===== src/rtl/four_full_adder.sv =====
`default_nettype none
// ============================================================================
// Module      : four_full_adder
// Description : Registered 16-bit adder built from four cascaded 4-bit
//               ripple-carry stages; exposes the sum and every stage carry.
// Revision    : 1.0 - initial release
// ============================================================================

module fullAdder (
    input  logic x,
    input  logic y,
    input  logic c,
    output logic s,
    output logic co
);
    logic w_half;

    assign w_half = x ^ y;
    assign s      = w_half ^ c;
    assign co     = (x & y) | (c & w_half);
endmodule

module nibbleAdder (
    input  logic [3:0] x,
    input  logic [3:0] y,
    input  logic       cI,
    output logic [3:0] s,
    output logic       cO
);
    logic [4:0] w_c;

    assign w_c[0] = cI;

    generate
        for (genvar i = 0; i < 4; i++) begin : g_bit
            fullAdder uFa (
                .x  (x[i]),
                .y  (y[i]),
                .c  (w_c[i]),
                .s  (s[i]),
                .co (w_c[i+1])
            );
        end
    endgenerate

    assign cO = w_c[4];
endmodule

module four_full_adder (
    input  logic        Clk,
    input  logic        Rst,
    input  logic [15:0] a,
    input  logic [15:0] b,
    input  logic        cIn,
    output logic [15:0] sumFinal,
    output logic [3:0]  cOutFinal
);
    localparam int c_STAGES = 4;

    logic [15:0]         w_sum;
    logic [c_STAGES:0]   w_carry;
    logic [15:0]         r_sum;
    logic [c_STAGES-1:0] r_cOut;

    assign w_carry[0] = cIn;

    // Carry chain threads through all four stages within one cycle.
    generate
        for (genvar k = 0; k < c_STAGES; k++) begin : g_stage
            nibbleAdder uStage (
                .x  (a[4*k+3:4*k]),
                .y  (b[4*k+3:4*k]),
                .cI (w_carry[k]),
                .s  (w_sum[4*k+3:4*k]),
                .cO (w_carry[k+1])
            );
        end
    endgenerate

    always_ff @(posedge Clk or posedge Rst) begin
        if (Rst) begin
            r_sum  <= 16'h0000;
            r_cOut <= 4'b0000;
        end else begin
            r_sum  <= w_sum;
            r_cOut <= w_carry[c_STAGES:1];
        end
    end

    assign sumFinal  = r_sum;
    assign cOutFinal = r_cOut;
endmodule

`default_nettype wire


===== config.mk =====
export PLATFORM = sky130hd
export DESIGN_NAME = four_full_adder
export DESIGN_NICKNAME = d
export VERILOG_FILES = /design/src/rtl/four_full_adder.sv
export SDC_FILE = /design/constraint.sdc
export NUM_CORES = 1
export LEC_CHECK = 0
export ABC_AREA = 1
export CORE_MARGIN = 3
export CORE_UTILIZATION = 30
export DETAILED_ROUTE_END_ITERATION = 8
export PLACE_DENSITY = 0.69
export SKIP_CTS_REPAIR_TIMING = 1
export SLEW_MARGIN = 20
export SYNTH_ARGS = -nofsm -noshare
export SYNTH_HDL_FRONTEND = slang
export SYNTH_HIERARCHICAL = 1
export SYNTH_SLANG_ARGS = --single-unit

===== constraint.sdc =====
create_clock -name Clk -period 0.8 [get_ports Clk]
set_input_delay 0.16 -clock Clk [delete_from_list [all_inputs] [get_ports Clk]]
set_output_delay 0.16 -clock Clk [all_outputs]
set_load 0.01 [all_outputs]

==> flow_metrics.tcl, run 1 <==
set metrics [dict create \
    status "finished, violations left" \
    violations "setup timing" \
    layout_common_cells "clkdlybuf4s50_1 (30), dfrtp_1 (20), clkbuf_2 (20)" \
    final_common_cell "clkdlybuf4s50_1" \
    regArea_um2 500.5 \
    synth_compound_gate_area_share_pct 0 \
    worst-path-stages 17 \
    tightestPinTransition_ns 0.1161 \
    grt_max_degree 21 \
    grt_pass1_vias 601 \
    htreeDepth 1 \
    multiInputGateArea_um2 360.3 \
    synth_fa_ha_area_share_pct 38.85 \
    row_count 18 \
    fin_util_pct 54.97 \
    yosys.area_share.simple_pct 0 \
    synthTopCellsByArea "dfrtp_1 (61%), fa_1 (39%), inv_1 (0.46%)" \
    final_max_slew_viol_count 0 \
    hold_viol_final 0 \
    hold-worst-slack_ns 0.1581 \
    portBuffers 54 \
    syn_area_per_cell_um2 22.28 \
    clock_sinks 20 \
    viasPerCell 4.183 \
    post-route-min-period_ns 5.820 \
    final_net_count 148 \
    core_area_mm2 0.002545 \
    die-height_um 58.43 \
    crit_type "input port to flip-flop" \
    cts_buffer_depth 2 \
    grtUsageTotal_pct 10.86 \
    hold_depth 2 \
    synthDistinctLibCells 3 \
    synth-seq-cells 20 \
    postRouteAntennaNets 0 \
    path_clk_slew_ns 0.11 \
    finalCritPeriodShare_pct 727.5 \
    io_pins 55 \
    fmax_ghz 0.1718 \
    p_leak_nw 0.6019 \
    drt_iter0_markers 2 \
    synth_xor_area_share_pct 0 \
    stdcell_count 126 \
    antenna_cells 0 \
    synth_nets 88 \
    final_layout_size_suffix_gt1_share_pct 45.83 \
    cp.required_ns 1.04 \
    antenna_found_initial 0 \
    die_w_um 58.43 \
    start_util_pct 32.40 \
    seq_area_frac_synth_pct 60.70 \
    cts_inserted_buffers 3 \
    synthCells 37 \
    cap_violations 0 \
    cts.root.buffer_cell "clkbuf_4" \
    crit_buf_inv 1 \
    grt.overflow.total 0 \
    wl_um 1603 \
    cpMaxStageDelayCell "fa_2" \
    fill_cells 222 \
    setup_tns_ns -52.69 \
    design.die.area_mm2 0.003413 \
    firstDrtPassIters 3 \
    yosysTopAreaCellShare_pct 60.70 \
    finalSetupViolations 39 \
    crit_fanout 2 \
    synth-warning-count 6 \
    critPathMostFrequentCell "fa_2" \
    syn_to_final_growth_pct 69.65 \
    relSlewSlack_pct 92.23 \
    critPathMaxStageDelay_ns 0.52 \
    place_ws_ns -5.700 \
    gp_congestion 0.6662 \
    vdd_drop_max_uv 1445 \
    grt_pass1_wl_um 2622 \
    crit_family "adder cells" \
    path_cells "buf_6 > fa_2 > fa_2 > fa_2 > fa_2 > fa_2 > fa_2 > fa_2 > fa_2 > fa_2 > fa_2 > fa_2 > fa_2 > fa_2 > fa_2 > fa_2 > fa_2" \
    synth_top_area_cell "dfrtp_1" \
    mappedNetlistArea_um2 824.5 \
    vias 527 \
    routedWlPerCell_um 12.72 \
    hold_class "input port to flip-flop" \
    cts_tree "yes" \
    worst_setup_path_start_kind "input port" \
    synth_mux_area_share_pct 0 \
    setup.worst_path.end_class "flip-flop" \
    rsz0062_at_grt "true" \
    place_inst 122 \
    synth_top_family_by_area "adder cells" \
    p_per_area_mw_per_mm2 1782 \
    setup_slack_ns -5.020 \
    post-route-drc-count 0 \
    crit_arrival_ns 6.06 \
]
final timing paths:
path,from,endpoint,slack [ns]
min in group asynchronous,Rst,sumFinal[14],0.17
max,cIn,sumFinal[15],-5.02
min,cIn,sumFinal[0],0.16
max in group asynchronous,Rst,sumFinal[5],0.50
power by group:
group | internal (mW) | switching, mW
combinational | 0.382 | 0.322
clock | 0.277 | 0.280
sequential | 1.19 | 0.0446
area by class of cell:
| class | instances | area share [%] |
|---|---|---|
| multi-input cells | 16 | 25.76 |
| inverters | 1 | 0.2683 |
| flip-flops and latches | 20 | 35.78 |
| repair buffers | 55 | 32.92 |
| well taps | 30 | 2.683 |
| clock buffers | 4 | 2.594 |
sequential cells by signal, indices dropped and copies added (netlist names):
signal / flops
cOutFinal: 4
sumFinal: 16
synthesized netlist by cell type:
master / instances
dfrtp_1: 20
fa_1: 16
inv_1: 1
cells by family (layout without fill, tap and decap cells):
group / count (synthesis) / after routing
adders and majority gates: 16 / 16
buffers and inverters: 1 / 60
DFF: 20 / 20
metrics by stage:
step / instance area [µm²] / power [mW]
6_report: 1399 / 2.492
5_1_grt: 1399 / 2.685
4_1_cts: 1496 / 2.726
3_5_place_dp: 1460 / 2.151
3_3_place_gp: 1460 / 2.127
2_1_floorplan: 862.1 / 1.509
layer usage:
metal | global-route usage (%) | vias up | share of wire (%)
met3 | 8.114 | 0 | 17
met1 | 8.285 | 264 | 23
met2 | 21.05 | 34 | 60
met5 | 0 | - | 0
met4 | 1.987 | 0 | 0
li1 | - | 229 | -
Power figures use the tool's default switching activity.
==> run 2: changes to the inputs <==
--- a/config.mk
+++ b/config.mk
@@ -6,8 +6,10 @@
 export NUM_CORES = 1
 export LEC_CHECK = 0
 export ABC_AREA = 1
+export CAP_MARGIN = 5
 export CORE_MARGIN = 3
 export CORE_UTILIZATION = 30
+export CTS_CLUSTER_DIAMETER = 120
 export DETAILED_ROUTE_END_ITERATION = 8
 export PLACE_DENSITY = 0.69
 export SKIP_CTS_REPAIR_TIMING = 1
@@ -16,3 +18,4 @@
 export SYNTH_HDL_FRONTEND = slang
 export SYNTH_HIERARCHICAL = 1
 export SYNTH_SLANG_ARGS = --single-unit
+export TNS_END_PERCENT = 50
==> results of run 2 <==
Final layout, timing and power as in run 1 (identical DEF).
==> run 3: changes to the inputs <==
--- a/config.mk
+++ b/config.mk
@@ -11,7 +11,7 @@
 export CORE_UTILIZATION = 30
 export CTS_CLUSTER_DIAMETER = 120
 export DETAILED_ROUTE_END_ITERATION = 8
-export PLACE_DENSITY = 0.69
+export PLACE_DENSITY = 0.72
 export SKIP_CTS_REPAIR_TIMING = 1
 export SLEW_MARGIN = 20
 export SYNTH_ARGS = -nofsm -noshare
==> constraint.sdc (replaced) <==
create_clock -name Clk -period 5 [get_ports Clk]
set_input_delay 1 -clock Clk [delete_from_list [all_inputs] [get_ports Clk]]
set_output_delay 1 -clock Clk [all_outputs]
set_load 0.01 [all_outputs]
==> run 3 against run 2 <==
Net effect: the flow still finishes with violations (setup timing); final area is 5.5% higher; critical path depth stayed put; combinational power is 81% lower; first-iteration DRC count is 100% higher; final cell count is 0.79% lower; sequential power is 84% lower; critical endpoint unchanged; non-clock buffer count is 1 lower.
==> flow_metrics.tcl, run 3 (same netlist as run 1, synthesis figures left out) <==
set metrics [dict create \
    viasPerCell 4.072 \
    setup_slack_ns -1.678 \
    post-route-drc-count 0 \
    path_cells "buf_6 > fa_2 > fa_2 > fa_2 > fa_2 > fa_2 > fa_2 > fa_2 > fa_2 > fa_2 > fa_2 > fa_2 > fa_2 > fa_2 > fa_2 > fa_2 > fa_2" \
    cts.root.buffer_cell "clkbuf_4" \
    hold_depth 2 \
    start_util_pct 32.40 \
    vias 509 \
    postRouteAntennaNets 0 \
    pwr-share-clk_pct 21.3 \
    htreeDepth 1 \
    p_leak_nw 0.5952 \
    portBuffers 54 \
    wl_um 1506 \
    design.die.area_mm2 0.003413 \
    setup_tns_ns -6.630 \
    violations "setup timing" \
    switching_share_pct 24.32 \
    syn_to_final_growth_pct 78.91 \
    cts_buffer_depth 2 \
    post-route-min-period_ns 6.678 \
    die-height_um 58.43 \
    worst_setup_path_start_kind "input port" \
    path_clk_slew_ns 0.10 \
    switchingPower_uw 102.8 \
    stdcell_count 125 \
    core_area_mm2 0.002545 \
    grtUsageTotal_pct 9.911 \
    critPathMaxStageDelay_ns 0.52 \
    largest_reg_flops 16 \
    io_pins 55 \
    crit_type "input port to flip-flop" \
    routedWlPerCell_um 12.05 \
    grt_pass1_vias 580 \
    grt_max_degree 21 \
    cap_violations 0 \
    clock_sinks 20 \
    fmax_ghz 0.1498 \
    pwr-share-seq_pct 46.4 \
    vdd_drop_max_uv 194.6 \
    cts_tree "yes" \
    relSlewSlack_pct 51.06 \
    min_from "cIn" \
    layout_common_cells "clkdlybuf4s50_1 (49), dfrtp_1 (20), fa_2 (16)" \
    status "finished, violations left" \
    hold-worst-slack_ns 0.9998 \
    final_net_count 147 \
    drt_iter0_markers 4 \
    antenna_found_initial 0 \
    final_max_slew_viol_count 0 \
    die_w_um 58.43 \
    crit_arrival_ns 6.91 \
    tightestPinTransition_ns 0.7334 \
    cts_inserted_buffers 3 \
    setup.worst_path.end_class "flip-flop" \
    hold_class "input port to flip-flop" \
    p_comb_share_pct 32.2 \
    grt_pass1_wl_um 2477 \
    gp_congestion 0.6990 \
    place_ws_ns -2.335 \
    place_inst 121 \
    critPathMostFrequentCell "fa_2" \
    rsz0062_at_grt "true" \
    grt.overflow.total 0 \
    row_count 18 \
    hold_viol_final 0 \
    power_uw 422.6 \
    cp.required_ns 5.23 \
    firstDrtPassIters 2 \
    finalSetupViolations 7 \
    hold_end "sumFinal[0]" \
    p_int_uw 319.8 \
    crit_fanout 2 \
    antenna_cells 0 \
    final_common_cell "clkdlybuf4s50_1" \
    p_per_area_mw_per_mm2 286.5 \
    finalCritPeriodShare_pct 133.6 \
    cpMaxStageDelayCell "fa_2" \
    final_layout_size_suffix_gt1_share_pct 24.21 \
]
[run 3: cell count changes in the layout (fill, tap and decap cells not counted)]
cell / previous run / this run
clkbuf_2: 20 / 2
buf_2: 1 / 0
dlymetal6s2s_1: 1 / 2
buf_12: 1 / 0
clkdlybuf4s50_1: 30 / 49
buf_6: 2 / 1
[run 3: cell type report]
class,count,area [µm²]
tap,30,37.54
inverter,1,3.754
fill,200,1070
timing repair buffer,54,536.8
sequential,20,500.5
clock buffer,4,36.28
multi-input combinational,16,360.3
[run 3: worst max path at each step]
stage	from	to	slack (ns)
2_1_floorplan	cIn	sumFinal[15]	-1.70
3_5_place_dp	cIn	sumFinal[15]	-2.34
5_1_grt	cIn	sumFinal[15]	-1.76
4_1_cts	cIn	sumFinal[15]	-2.01
3_3_place_gp	cIn	sumFinal[15]	-2.29
6_report	cIn	sumFinal[15]	-1.68
[run 3: worst max-delay path: cells and delay by family]
family / cells / cell delay [ns]
adder cells (fa/ha/maj): 16 / 5.83
buffers and inverters: 1 / 0.09
[run 3: per-layer routing]
layer | vias up | track usage, % | wire (µm)
met5 | - | 0 | 0
met4 | 0 | 3.974 | 0
met3 | 0 | 5.044 | 226
met2 | 31 | 17.86 | 826
met1 | 252 | 9.407 | 453
li1 | 226 | - | -
[run 3: stage by stage]
step / cell area [µm²] / utilization [%]
6_report: 1475 / 57.96
5_1_grt: 1475 / 57.96
4_1_cts: 1476 / 58.01
3_5_place_dp: 1440 / 56.59
3_3_place_gp: 1440 / 56.59
2_1_floorplan: 862.1 / -
[run 3: power by group through the flow]
| stage | Clock (mW) | Combinational [mW] | Sequential, mW |
|---|---|---|---|
| 2_1_floorplan | 0 | 0.0246 | 0.217 |
| 3_3_place_gp | 0 | 0.139 | 0.200 |
| 3_5_place_dp | 0 | 0.141 | 0.200 |
| 4_1_cts | 0.0953 | 0.141 | 0.197 |
| 5_1_grt | 0.101 | 0.150 | 0.200 |
| 6_report | 0.0902 | 0.136 | 0.196 |
